[config.mk]
export PLATFORM = sky130hd
export DESIGN_NAME = irq_ctrl
export DESIGN_NICKNAME = d
export VERILOG_FILES = /design/src/rtl/irq_ctrl.sv
export SDC_FILE = /design/constraint.sdc
export NUM_CORES = 1
export LEC_CHECK = 0
export ABC_CLOCK_PERIOD_IN_PS = 2100
export CORE_MARGIN = 1
export CORE_UTILIZATION = 30
export CTS_CLUSTER_DIAMETER = 80
export CTS_CLUSTER_SIZE = 40
export DETAILED_ROUTE_END_ITERATION = 16
export HOLD_SLACK_MARGIN = 0.15
export PLACE_DENSITY = 0.63
export SETUP_SLACK_MARGIN = 0.05
export SYNTH_ARGS = -nofsm -noshare
export SYNTH_HDL_FRONTEND = slang
export SYNTH_SLANG_ARGS = --single-unit
[constraint.sdc]
create_clock -name clk -period 2.1 [get_ports clk]
set_clock_uncertainty 0.1 [all_clocks]
set_input_delay 0.525 -clock clk [delete_from_list [all_inputs] [get_ports clk]]
set_output_delay 0.525 -clock clk [all_outputs]
set_load 0.02 [all_outputs]
[src/rtl/irq_ctrl.sv]
`default_nettype none
// ============================================================================
// Module      : irq_ctrl
// Description : Eight-source interrupt controller on the CPU IO bus. Holds
//               per-source pending/mask/mode state, synchronizes the sources,
//               and drives a registered interrupt request.
// Revision    : 1.0 - initial release
// ============================================================================
module irq_ctrl #(
    parameter logic [15:0] BASE        = 16'h0040,
    parameter int          SYNC_STAGES = 2
) (
    input  logic        clk,
    input  logic        reset,
    input  logic        io_rd,
    input  logic        io_wr,
    input  logic [15:0] io_addr,
    input  logic [15:0] io_wdata,
    output logic [15:0] io_rdata,
    input  logic [7:0]  irq_src,
    output logic        interrupt_request
);

    localparam logic [2:0] c_OFF_PENDING = 3'd0;
    localparam logic [2:0] c_OFF_MASK    = 3'd1;
    localparam logic [2:0] c_OFF_MODE    = 3'd2;
    localparam logic [2:0] c_OFF_VECTOR  = 3'd3;
    localparam logic [2:0] c_OFF_SWSET   = 3'd4;

    logic [SYNC_STAGES-1:0][7:0] r_sync;
    logic [7:0]  r_prev;
    logic [7:0]  r_pending;
    logic [7:0]  r_mask;
    logic [7:0]  r_mode;
    logic        r_irq;

    logic        w_sel;
    logic [2:0]  w_off;
    logic        w_wr;
    logic [7:0]  w_wbyte;
    logic [7:0]  w_sync;
    logic [7:0]  w_hw_set;
    logic [7:0]  w_w1c;
    logic [7:0]  w_swset;
    logic [7:0]  w_pending_nxt;
    logic [7:0]  w_active;
    logic        w_vec_valid;
    logic [2:0]  w_vec_idx;
    logic [15:0] w_reg_val;
    logic        w_unused_wdata;

    assign w_sel          = (io_addr[15:3] == BASE[15:3]);
    assign w_off          = io_addr[2:0];
    assign w_wr           = io_wr & w_sel;
    assign w_wbyte        = io_wdata[7:0];
    assign w_unused_wdata = ^io_wdata[15:8];

    // Oldest stage of the chain feeds edge detection and level sensing.
    assign w_sync   = r_sync[SYNC_STAGES-1];
    assign w_hw_set = (r_mode & w_sync & ~r_prev) | (~r_mode & w_sync);

    assign w_w1c   = (w_wr && w_off == c_OFF_PENDING) ? w_wbyte : 8'h00;
    assign w_swset = (w_wr && w_off == c_OFF_SWSET)   ? w_wbyte : 8'h00;

    // Sets are ORed in after the clear so a coincident set always wins.
    assign w_pending_nxt = (r_pending & ~w_w1c) | w_hw_set | w_swset;

    assign w_active = r_pending & r_mask;

    always_ff @(posedge clk or posedge reset) begin
        if (reset) begin
            r_sync <= '0;
            r_prev <= 8'h00;
        end else begin
            r_sync[0] <= irq_src;
            for (int s = 1; s < SYNC_STAGES; s++) begin
                r_sync[s] <= r_sync[s-1];
            end
            r_prev <= w_sync;
        end
    end

    always_ff @(posedge clk or posedge reset) begin
        if (reset) begin
            r_pending <= 8'h00;
            r_mask    <= 8'h00;
            r_mode    <= 8'h00;
            r_irq     <= 1'b0;
        end else begin
            r_pending <= w_pending_nxt;
            if (w_wr && w_off == c_OFF_MASK) begin
                r_mask <= w_wbyte;
            end
            if (w_wr && w_off == c_OFF_MODE) begin
                r_mode <= w_wbyte;
            end
            r_irq <= |w_active;
        end
    end

    // Lowest-numbered active source has priority.
    always_comb begin
        w_vec_idx   = 3'd0;
        w_vec_valid = |w_active;
        for (int i = 7; i >= 0; i--) begin
            if (w_active[i]) begin
                w_vec_idx = i[2:0];
            end
        end
    end

    always_comb begin
        w_reg_val = 16'h0000;
        case (w_off)
            c_OFF_PENDING: w_reg_val = {8'h00, r_pending};
            c_OFF_MASK:    w_reg_val = {8'h00, r_mask};
            c_OFF_MODE:    w_reg_val = {8'h00, r_mode};
            c_OFF_VECTOR:  w_reg_val = {w_vec_valid, 12'h000, w_vec_idx};
            default:       w_reg_val = 16'h0000;
        endcase
    end

    assign io_rdata          = (io_rd && w_sel) ? w_reg_val : 16'h0000;
    assign interrupt_request = r_irq;

endmodule
`default_nettype wire

After elaboration in Yosys (flattened, before gate mapping):

Cells that the tools add are included.

* output and inout port bits: 17
* register bits after elaboration: 49
* word-level logic and storage cells: 43
* bits of input ports: 44

* reductions and logical operators: 7
* bitwise logic cells: 12
* eq/ne operators: 5
* muxes and demuxes: 12

Operators with widths (number)
* case mux 16 bit (4 select lines): 1
* AND 8 bit: 5
* 2-to-1 mux 3 bit: 8
* inverter 8 bit: 3
* bitwise OR 8 bit: 3
* 2-to-1 mux 16 bit: 1
* 2-to-1 mux 8 bit: 2
* equality test 13 x 4 -> 1 bit, second input constant: 1
* OR reduction 8 bit: 1
* equality test 3 x 2 -> 1 bit, second input constant: 2
* logical AND 1 bit: 5
* equality test 3 x 1 -> 1 bit, second input constant: 1
* equality test 3 bit, second input constant: 1
* logical NOT 3 bit: 1
* AND 1 bit: 1

Depth between registers and ports, before layout:

Gate-level depths: netlist of the first run.

* depth after elaboration: 11
* depth in mapped cells: 5
* gate-level depth less buffers: 4

Least setup slack after synthesis of the first run:

No wires, ideal clock.

* path kind: input to output
* start: in io_addr[10]
* end: out io_rdata[15]
* buffers on the path: 1
* stages: 5
* data required time: 1.475 ns
* path slack: -0.257 ns
* arrival: 1.732 ns
* path through: nor4_4 -> and4_1 -> buf_6 -> nand3_2 -> a211oi_2

* cells in the longest elaborated chain, start to end: 3

RTL lines
* start: declaration: line 17 `input logic [15:0] io_addr,`
* equality test 13 x 4 -> 1 bit: line 52 `assign w_sel = (io_addr[15:3] == BASE[15:3]);`
* logical AND 1 bit: line 123 `assign io_rdata = (io_rd && w_sel) ? w_reg_val : 16'h0000;`
* 2-to-1 mux 16 bit: line 123
* end: declaration: line 19 `output logic [15:0] io_rdata,`

No other way between the ends.

Worst setup path after layout of the first run:

* start: in io_addr[8]
* end: out io_rdata[15]

The elaborated chain is that of the path after synthesis.

==> out/summary.log, run 1 <==
INFO  floorplan      starting_density_of_the_core=31.37%
INFO  setup_path     rr_worst_depth=5
INFO  setup_path     timing_worst_setup_path_type=input port to primary output
INFO  synthesis      synth_area=0.002143mm²
INFO  synthesis      syn-mean-instance-area=12.61µm²
INFO  power_and_ir_drop swShare=23.56%
INFO  finish         nets=316
INFO  synthesis      yosys-top-cells-area=dfrtp_1, mux2_2, mux2i_1
INFO  global_route   grt-ovfl-total=0
INFO  run            drv.max_cap_violation_count=0
INFO  power_and_ir_drop internal_power=0.001326W
INFO  finish         n_antenna_cell=0
INFO  cts            cts.sinks=49
INFO  power_and_ir_drop clock_power_share=32.4%
INFO  synthesis      ys_seq_area_share=57.21%
INFO  cts            cts_tree=done
INFO  hold_path      hold_path.class=register to register
INFO  hold_path      hold-path-cell-count=0
INFO  floorplan      die_w=86.53µm
INFO  hold_path      hold_worst_path_end=w_sync[1]$_DFF_PP0_
INFO  global_route   grt_start_max_net_pins=50
INFO  drt            drt_pass1_iterations=4
INFO  cts            postCtsHoldBufs=0
INFO  floorplan      floorplan.io_pins=61
INFO  setup_path     worstPathArrival=1760ps
INFO  drt            drt-vias-per-instance=4.788
INFO  cts            ctsLongestPathBuffers=2
INFO  setup_path     endpoint_type_of_the_worst_setup_path=primary output
INFO  cts            clkTransAtPathRegs=90ps
INFO  global_route   grt_first_pass_wirelength=9170µm
INFO  placement      detailed_place.area=0.003034mm²
INFO  setup_path     regToRegEndpoint=interrupt_request$_DFF_PP0_
INFO  floorplan      fp-row-count=30
INFO  setup_path     timing.rr.start=r_pending[4]$_DFF_PP0_
INFO  drt            initialDrtViolationCount=94
INFO  outcome        status=finished, violations left
INFO  setup_path     r2r_setup_slack=750ps
INFO  placement      placedCellCount=349
INFO  cts            cts_inserted_buffers=5
INFO  drt            totalWireLength=5623µm
INFO  timing         slew_viol_final=0
INFO  placement      port_buffers=45
INFO  power_and_ir_drop max-vdd-ir-drop=0.2432mV
INFO  synthesis      post_synth_num_cell_types=38
INFO  floorplan      floorplan.die_area=0.007487mm²
INFO  timing         max_freq=0.4190GHz
INFO  power_and_ir_drop cellLeakagePower=1.454nW
INFO  timing         finalCritPeriodShare=113.6%
INFO  finish         layout_cell_area_excl_fill=0.003382mm²
INFO  placement      place.detailed.hpwl=3761µm
INFO  power_and_ir_drop share_seq_of_total_power=56.0%
INFO  power_and_ir_drop power.combinational.fraction=11.6%
INFO  timing         timing_hold_violations_final=0
INFO  cts            clockRootBuffer=clkbuf_8
INFO  synthesis      yosys.area.top_type=dfrtp_1
INFO  timing         rsz_0062_raised_after_global_routing=yes
INFO  outcome        failed_checks=setup timing
INFO  drt            post-route-drc-count=0
INFO  finish         postLayoutCoreUtil=49.51%
INFO  setup_path     worst_ep_required_time=1470ps
INFO  synthesis      ys.warnings.count=0
INFO  timing         setup-tns-final=-2111ps
INFO  cts            worstSkewPairLatency=300ps
INFO  power_and_ir_drop power_per_cell_area=513.0mW/mm²
INFO  finish         areaGrowthSynthToFinish=57.79%
INFO  cts            htree_num_levels=2
INFO  finish         drive_gt1_share=47.43%
INFO  drt            via_count=1,762
INFO  power_and_ir_drop power_switching=0.0004088W
INFO  timing         period_minus_slack=2387ps
INFO  finish         finalNonFillerCells=368
INFO  global_route   antenna_found_initial=0
INFO  floorplan      design.core.area=0.006832mm²
INFO  timing         setup_ws=-286.6ps
INFO  placement      dpl_worst_slack=-1184ps
INFO  global_route   grtUsageTotal=16.44%
INFO  synthesis      top_cell_type_s_share_of_synthesized_area=57.21%
INFO  synthesis      synth_seq_cells=49
INFO  drt            drtAntennaViolNets=0
INFO  drt            wl_per_cell=15.28µm
INFO  hold_path      min-delay-start=r_sync[1]$_DFF_PP0_
INFO  timing         finalSetupViolations=9
INFO  setup_path     biggest_fanout_along_the_worst_timing_path=5
INFO  global_route   grt_pass1_vias=1,874
INFO  setup_path     critPathLaunchType=input port
INFO  placement      gp_congestion=0.7910
INFO  floorplan      dieHeight=86.53µm
INFO  synthesis      syn-instance-count=170
==> routing by layer <==
layer  up-vias  global-route usage [%]  wire length [µm]  part of all wire (%)
met5         -                       0                 0                     0
met4         0                   5.455                79                   1.4
met3         8                   4.000               345                   6.1
met2        56                   27.92              2776                    49
met1       878                   20.59              2422                    43
li1        820                       -                 -                     -
==> metrics by stage <==
stage          hold WS [ps]  power [W]
2_1_floorplan         231.2   0.001067
3_3_place_gp          231.8   0.001178
3_5_place_dp          234.7   0.001180
4_1_cts               249.5   0.001757
5_1_grt               258.6   0.001817
6_report              248.4   0.001735
==> cell usage in the layout (no fill, tap or decap), drive strengths merged, types with 2 or more instances in the layout <==
cell type	n
clkdlybuf4s15	3
clkdlybuf4s50	20
a21boi	8
conb	7
dlygate4sd2	2
a221o	7
clkbuf	10
and4	2
nor4	2
nand4	8
o2bb2ai	2
a211oi	2
nor2	16
buf	72
nand3	4
a32o	2
dfrtp	49
a21oi	7
a32oi	2
nand2	7
mux2i	8
and3	2
mux2	16
==> worst max path at each step <==
stage | end | from | slack (ps)
final | io_rdata[15] | io_addr[8] | -290
after global routing | io_rdata[15] | io_addr[8] | -360
after CTS | io_rdata[15] | io_addr[15] | -350
after detailed placement | io_rdata[15] | io_addr[10] | -1180
after global placement | io_rdata[15] | io_addr[10] | -1150
after floorplan | io_rdata[15] | io_addr[10] | -140
==> synthesized netlist by cell type <==
cell       count
a32o_1         2
nand4b_1       1
nand2b_1       1
nand4_1        8
nor2b_1        1
a221o_1        7
nand2_1        7
nor3_1         1
and4_1         2
a32oi_1        2
a21boi_0       8
mux2_2        16
a211oi_2       1
buf_4          8
mux2i_1        8
nor4_1         1
nor2_1        14
a211o_1        1
dfrtp_1       49
o2bb2ai_1      2
a211oi_1       1
nor4_4         1
and3_1         2
o211ai_1       1
buf_2          3
a22o_1         1
nand3_1        3
nor3b_2        1
inv_1          1
buf_6          1
clkinv_1       1
nor2_2         2
a22oi_1        1
a21oi_1        7
conb_1         1
a221oi_1       1
nand3_2        1
nor4b_2        1
==> power by group through the flow <==
stage          clock network [W]  registers, W  logic [W]
6_report                0.000561      0.000972   0.000201
5_1_grt                 0.000623      0.000975   0.000219
4_1_cts                 0.000584      0.000973   0.000200
3_5_place_dp                   0      0.000992   0.000188
3_3_place_gp                   0      0.000991   0.000188
2_1_floorplan                  0      0.000990  0.0000779
==> worst max-delay path, cell delays in order <==
cell      delay, ps
buf_6           100
nor4b_4         280
and4_4          280
nand3_4         130
buf_6           150
a211oi_4        160
buf_6           150
==> kinds of logic (layout without fill, tap and decap cells) <==
| logic type | after synthesis | count (layout) | share of synthesized area (%) |
|---|---|---|---|
| other cells | 1 | 7 | 0.1750 |
| flops | 49 | 49 | 57.21 |
| compound gates | 35 | 35 | 13.14 |
| buf+inv | 14 | 110 | 4.378 |
| mux | 24 | 24 | 12.14 |
| simple gates | 47 | 47 | 12.96 |
==> repair_timing <==
item | in CTS | in global routing
setup buffers | 14 | 4
resized for setup | 134 | 12
pin swaps | 17 | 8
setup endpoints to repair | 33 | 25
==> flip-flops by register name, indices dropped and copies added, names as in the netlist <==
signal             flops
interrupt_request      1
r_mask                 8
r_pending              8
r_prev                 8
r_sync                 8
w_sync                 8
r_mode                 8
==> final cells by class <==
class,count,area [µm²]
Tap cell,96,120.1
Clock inverter,1,7.507
Inverter,2,8.758
Fill cell,625,3450
Timing Repair Buffer,101,890.9
Multi-Input combinational cell,113,1046
Clock buffer,6,82.58
Sequential cell,49,1226
(Power assumes the default switching activity.)
==> inputs of run 2 (changes only) <==
CORE_ASPECT_RATIO = 1.25   (was default)
SKIP_LAST_GASP = 1   (was default)
SLEW_MARGIN = 10   (was default)
==> run 2 against run 1 <==
- the run still ends with setup timing left
- register-to-register slack about the same
- clock-buffer cell count increased by 1
- clock power increased by 7.5%
- flip-flop and latch count unchanged
- combinational power decreased by 2%
- critical endpoint is now io_rdata[7]
- largest cell class unchanged
==> out/summary.log, run 2 (synthesis results as in run 1) <==
INFO  floorplan      starting_density_of_the_core=30.91% [was 31.37%]
INFO  setup_path     worstPathCellList=buf_6, nor4b_4, and4_4, nand3_4, buf_6, nor2_4, buf_6 [was buf_6, nor4b_4, and4_4, nand3_4, buf_6, a211oi_4, buf_6]
INFO  timing         period_minus_slack=2314ps [was 2387 ps]
INFO  global_route   grtUsageTotal=15.51% [was 16.44%]
INFO  drt            drtAntennaViolNets=0 [unchanged]
INFO  finish         combined_area_of_the_multi_input_logic_cells=0.001031mm² [was 0.001046 mm²]
INFO  drt            drt_pass1_iterations=4 [unchanged]
INFO  finish         final_cell_mix=dfrtp_1, buf_4, clkdlybuf4s50_1, buf_6 [was buf_4, dfrtp_1, clkdlybuf4s50_1, buf_6, mux2_4]
INFO  placement      placedCellCount=339 [was 349]
INFO  drt            via_count=1,689 [was 1,762]
INFO  finish         mostFrequentLayoutCell=dfrtp_1 [was buf_4]
INFO  global_route   grt_start_max_net_pins=50 [unchanged]
INFO  cts            cts.sinks=49 [unchanged]
INFO  setup_path     biggest_fanout_along_the_worst_timing_path=5 [unchanged]
INFO  floorplan      fp-row-count=34 [was 30]
INFO  global_route   grt-ovfl-total=0 [unchanged]
INFO  drt            drt-vias-per-instance=4.758 [was 4.788]
INFO  setup_path     critPathLaunchType=input port [unchanged]
INFO  placement      place.detailed.hpwl=3724µm [was 3761 µm]
INFO  finish         areaGrowthSynthToFinish=54.52% [was 57.79%]
INFO  drt            initialDrtViolationCount=65 [was 94]
INFO  floorplan      design.core.area=0.006934mm² [was 0.006832 mm²]
INFO  floorplan      die_w=77.60µm [was 86.53 µm]
INFO  setup_path     worstPathArrival=1690ps [was 1760 ps]
INFO  timing         max_freq=0.4321GHz [was 0.4190 GHz]
INFO  finish         postLayoutCoreUtil=47.76% [was 49.51%]
INFO  finish         n_antenna_cell=0 [unchanged]
INFO  setup_path     endpoint_type_of_the_worst_setup_path=primary output [unchanged]
INFO  finish         nets=308 [was 316]
INFO  power_and_ir_drop max-vdd-ir-drop=0.2515mV [was 0.2432 mV]
INFO  outcome        failed_checks=setup timing [unchanged]
INFO  cts            cts_inserted_buffers=5 [unchanged]
INFO  timing         timing_hold_violations_final=0 [unchanged]
INFO  global_route   grt_first_pass_wirelength=8694µm [was 9170 µm]
INFO  power_and_ir_drop pwr_total=0.001772W [was 0.001735 W]
INFO  setup_path     crit_family=simple AND/OR/NAND/NOR gates [unchanged]
INFO  timing         rsz_0062_raised_after_global_routing=yes [unchanged]
INFO  cts            clockRootBuffer=clkbuf_8 [unchanged]
INFO  finish         n_fill_cell=622 [was 625]
INFO  timing         setup_ws=-214.3ps [was -286.6 ps]
INFO  global_route   antenna_found_initial=0 [unchanged]
INFO  cts            postCtsHoldBufs=0 [unchanged]
INFO  setup_path     crit_path_frequent_cell=buf_6 [unchanged]
INFO  placement      port_buffers=45 [unchanged]
INFO  outcome        status=finished, violations left [unchanged]
INFO  setup_path     max_stage_delay=310ps [was 280 ps]
INFO  timing         setup-tns-final=-1512ps [was -2111 ps]
INFO  floorplan      floorplan.die_area=0.007488mm² [was 0.007487 mm²]
INFO  cts            htree_num_levels=2 [unchanged]
INFO  setup_path     cpMaxStageDelayCell=and4_4 [was nor4b_4]
INFO  floorplan      floorplan.io_pins=61 [unchanged]
INFO  setup_path     cp.buffers_inverters=3 [unchanged]
INFO  placement      gp_congestion=0.8325 [was 0.7910]
INFO  timing         finalSetupViolations=9 [unchanged]
INFO  finish         area.sequential=0.001226mm² [unchanged]
INFO  cts            ctsLongestPathBuffers=2 [unchanged]
INFO  floorplan      dieHeight=96.50µm [was 86.53 µm]
INFO  timing         slew_viol_final=0 [unchanged]
INFO  finish         finalNonFillerCells=355 [was 368]
INFO  setup_path     timing_worst_setup_path_type=input port to primary output [unchanged]
INFO  placement      dpl_worst_slack=-1137ps [was -1184 ps]
INFO  drt            totalWireLength=5378µm [was 5623 µm]
INFO  cts            cts_tree=done [unchanged]
INFO  timing         finalCritPeriodShare=110.2% [was 113.6%]
INFO  finish         drive_gt1_share=46.04% [was 47.43%]
INFO  cts            clkTransAtPathRegs=90ps [about the same]
INFO  power_and_ir_drop power_per_cell_area=534.9mW/mm² [was 513.0 mW/mm²]
INFO  drt            wl_per_cell=15.15µm [was 15.28 µm]
INFO  drt            post-route-drc-count=0 [unchanged]
INFO  global_route   grt_pass1_vias=1,740 [was 1,874]
INFO  hold_path      hold_path.class=register to register [unchanged]
INFO  power_and_ir_drop cellLeakagePower=1.415nW [was 1.454 nW]
INFO  setup_path     worst_ep_required_time=1470ps [about the same]
INFO  run            drv.max_cap_violation_count=0 [unchanged]
INFO  cts            worstSkewPairLatency=300ps [about the same]
[run 2: stage by stage]
stage	area (µm²)	hold WS [ps]
global placement	3022	231.4
detailed placement	3022	234.7
global route	3312	265.0
CTS	3277	250.2
finish	3312	252.2
floorplan	2207	231.2
[run 2: what timing repair did]
action,4_1_cts,5_1_grt
setup endpoints to repair,33,25
pin swaps,19,5
setup buffers,10,1
resized for setup,124,16
cloned,1,0
[run 2: area by class of cell]
class / count / area share, %
sequential: 49 / 37.02
tap: 90 / 3.400
clock inverter: 1 / 0.1511
inverter: 2 / 0.2645
clock buffer: 7 / 2.909
multi-input combinational: 114 / 31.13
timing repair buffer: 92 / 25.12
[run 2: metal layers]
layer  vias to the layer above  track usage [%]  wire length (µm)
met1                       812            19.18              2364
met4                         0            6.918                70
met2                        58            25.96              2626
met5                         -                0                 0
met3                         6            3.568               316
li1                        813                -                 -
[run 2: worst paths after layout]
kind                       cells after the start              startpoint                           to  slack [ps]
min reg2reg                                    0     r_sync[1]$_DFF_PP0_          w_sync[1]$_DFF_PP0_         250
max reg2reg                                    5  r_pending[4]$_DFF_PP0_  interrupt_request$_DFF_PP0_         760
min in group asynchronous                      3                   reset          r_sync[4]$_DFF_PP0_         470
max                                            7             io_addr[11]                  io_rdata[7]        -210
max in group asynchronous                      3                   reset          w_sync[3]$_DFF_PP0_        1210
min                                            0     r_sync[1]$_DFF_PP0_          w_sync[1]$_DFF_PP0_         250
[run 2: power by group]
group | internal (W) | leakage, nW | switching [W] | total, W
clock | 0.000298 | 0.0542 | 0.000305 | 0.000603
combinational | 0.0000976 | 0.774 | 0.0000989 | 0.000197
sequential | 0.000966 | 0.587 | 0.00000654 | 0.000972
==> inputs of run 3 (changes only) <==
CORE_ASPECT_RATIO = 0.6   (was 1.25)
==> run 3 against run 2 <==
- register-to-register slack got worse by 170 ps
- via count rose by 1.2%
- the run ends with DRC, setup timing left
- critical path type unchanged
- hold slack lost 3.1 ps
- largest power group unchanged
- critical endpoint is now io_rdata[3]
==> out/summary.log, run 3 (synthesis results as in run 1) <==
INFO  power_and_ir_drop power.combinational.fraction=9.7% [was 11.1%]
INFO  timing         slew_viol_final=0 [unchanged]
INFO  cts            clkTransAtPathRegs=60ps [was 90 ps]
INFO  power_and_ir_drop internal_power=0.001542W [was 0.001362 W]
INFO  cts            htree_num_levels=2 [unchanged]
INFO  cts            cts.sinks=49 [unchanged]
INFO  global_route   grt_pass1_vias=1,775 [was 1,740]
INFO  floorplan      floorplan.io_pins=61 [unchanged]
INFO  placement      port_buffers=45 [unchanged]
INFO  finish         nets=307 [was 308]
INFO  timing         setup-tns-final=-2225ps [was -1512 ps]
INFO  global_route   grt_start_max_net_pins=50 [unchanged]
INFO  power_and_ir_drop clock_power_share=41.7% [was 34.0%]
INFO  cts            worstSkewPairLatency=290ps [was 300 ps]
INFO  global_route   grt-ovfl-total=0 [unchanged]
INFO  setup_path     timing_worst_setup_path_type=input port to primary output [unchanged]
INFO  run            drv.max_cap_violation_count=0 [unchanged]
INFO  global_route   grtUsageTotal=16.87% [was 15.51%]
INFO  power_and_ir_drop power_switching=0.0004609W [was 0.0004101 W]
INFO  cts            clockRootBuffer=clkbuf_16 [was clkbuf_8]
INFO  drt            drt-vias-per-instance=4.869 [was 4.758]
INFO  global_route   antenna_found_initial=0 [unchanged]
INFO  drt            drtAntennaViolNets=0 [unchanged]
INFO  power_and_ir_drop swShare=23.01% [was 23.15%]
INFO  setup_path     worst_ep_required_time=1470ps [about the same]
INFO  finish         mostFrequentLayoutCell=dfrtp_1 [unchanged]
INFO  timing         setup_ws=-268.3ps [was -214.3 ps]
INFO  finish         final_cell_mix=dfrtp_1, buf_4, clkdlybuf4s50_1, mux2_2, buf_6 [was dfrtp_1, buf_4, clkdlybuf4s50_1, buf_6]
INFO  power_and_ir_drop share_seq_of_total_power=48.6% [was 54.9%]
INFO  floorplan      die_w=111.1µm [was 77.60 µm]
INFO  cts            cts_tree=done [unchanged]
INFO  timing         max_freq=0.4222GHz [was 0.4321 GHz]
INFO  setup_path     max_stage_delay=290ps [was 310 ps]
INFO  drt            via_count=1,709 [was 1,689]
INFO  setup_path     endpoint_type_of_the_worst_setup_path=primary output [unchanged]
INFO  floorplan      design.core.area=0.006792mm² [was 0.006934 mm²]
INFO  cts            ctsLongestPathBuffers=2 [unchanged]
INFO  drt            wl_per_cell=16.10µm [was 15.15 µm]
INFO  floorplan      starting_density_of_the_core=31.56% [was 30.91%]
INFO  timing         timing.hold.ws=249.0ps [was 252.2 ps]
INFO  drt            initialDrtViolationCount=94 [was 65]
INFO  timing         rsz_0062_raised_after_global_routing=yes [unchanged]
INFO  floorplan      dieHeight=67.47µm [was 96.50 µm]
INFO  setup_path     critPathLaunchType=input port [unchanged]
INFO  timing         timing_hold_violations_final=0 [unchanged]
INFO  finish         n_antenna_cell=0 [unchanged]
INFO  timing         finalSetupViolations=9 [unchanged]
INFO  cts            cts_inserted_buffers=5 [unchanged]
INFO  hold_path      hold_path.class=register to register [unchanged]
INFO  global_route   grt_first_pass_wirelength=9349µm [was 8694 µm]
INFO  drt            drt_pass1_iterations=10 [was 4]
INFO  drt            post-route-drc-count=14 [was 0]
INFO  setup_path     cpMaxStageDelayCell=and4_4 [unchanged]
INFO  placement      place.detailed.hpwl=3942µm [was 3724 µm]
INFO  setup_path     worstPathArrival=1740ps [was 1690 ps]
INFO  timing         period_minus_slack=2368ps [was 2314 ps]
INFO  power_and_ir_drop power_per_cell_area=599.3mW/mm² [was 534.9 mW/mm²]
INFO  setup_path     biggest_fanout_along_the_worst_timing_path=4 [was 5]
INFO  placement      gp_congestion=0.8109 [was 0.8325]
INFO  finish         areaGrowthSynthToFinish=55.93% [was 54.52%]
INFO  finish         postLayoutCoreUtil=49.21% [was 47.76%]
INFO  power_and_ir_drop cellLeakagePower=1.430nW [was 1.415 nW]
INFO  drt            totalWireLength=5651µm [was 5378 µm]
INFO  power_and_ir_drop pwr_total=0.002003W [was 0.001772 W]
INFO  floorplan      floorplan.die_area=0.007497mm² [was 0.007488 mm²]
INFO  power_and_ir_drop max-vdd-ir-drop=0.3297mV [was 0.2515 mV]
INFO  outcome        status=finished, violations left [unchanged]
INFO  outcome        failed_checks=DRC, setup timing [was setup timing]
INFO  floorplan      fp-row-count=23 [was 34]
INFO  finish         drive_gt1_share=44.32% [was 46.04%]
INFO  timing         finalCritPeriodShare=112.8% [was 110.2%]
INFO  placement      dpl_worst_slack=-1152ps [was -1137 ps]
INFO  setup_path     worstPathCellList=clkdlybuf4s15_1, nor3_2, and4_4, buf_12, nand3_4, nor2_4, buf_6 [was buf_6, nor4b_4, and4_4, nand3_4, buf_6, nor2_4, buf_6]
-- run 3: cell types whose count changed in the layout (fill, tap and decap cells not counted), moves of 2 or more --
cell             before  now
mux2_2                8   16
mux2_4                8    0
clkbuf_8              7    1
clkbuf_16             0    5
clkbuf_2              3    0
clkdlybuf4s15_1       2    4
-- run 3: layer usage --
layer,global-route usage [%],share of wire (%),up-vias
met2,25.08,40,53
met3,4.578,6.8,4
met1,24.45,52,844
met5,0,0,-
met4,4.054,0.58,0
li1,-,-,808
-- run 3: cell type report --
cell class	count	area [µm²]
flip-flops and latches	49	1226
well taps	87	108.9
clock buffers	6	138.9
multi-input cells	114	1001
fillers	629	3450
clock inverters	2	17.52
inverters	2	8.758
repair buffers	91	840.8
-- run 3: power groups by stage --
stage                     Combinational (W)  Clock [W]  Sequential, W
after global placement             0.000183          0       0.000991
after detailed placement           0.000184          0       0.000992
final                              0.000195   0.000835       0.000973
after floorplan                   0.0000779          0       0.000990
after global routing               0.000211   0.000893       0.000976
after CTS                          0.000193   0.000860       0.000973
-- run 3: what timing repair did --
item | in CTS | in global routing
buffers inserted | 5 | 1
endpoints found under the setup margin | 33 | 9
gates cloned | 1 | 0
resized for setup | 123 | 4
pin swaps | 15 | 3
hold buffers | 0 | 0
-- run 3: through the flow --
step                      std cells  instance area [µm²]
after CTS                       350                 3316
after global routing            351                 3342
final                           351                 3342
after global placement          336                 2993
after floorplan                 176                 2207
after detailed placement        336                 2993
-- run 3: worst max-delay path, delay by kind of cell --
kind | cells | cell delay, ps
simple gates | 4 | 780
buf+inv | 3 | 430
-- run 3: final timing paths --
path | startpoint | to | slack, ps | cells past startpoint
worst max-delay path | io_addr[5] | io_rdata[3] | -270 | 7
worst min-delay path | r_sync[5]$_DFF_PP0_ | w_sync[5]$_DFF_PP0_ | 250 | 0
worst max register to register | r_pending[4]$_DFF_PP0_ | interrupt_request$_DFF_PP0_ | 590 | 5
worst min register to register | r_sync[5]$_DFF_PP0_ | w_sync[5]$_DFF_PP0_ | 250 | 0
max in group asynchronous | reset | r_mask[0]$_DFFE_PP0P_ | 1180 | 3
min in group asynchronous | reset | w_sync[3]$_DFF_PP0_ | 480 | 3
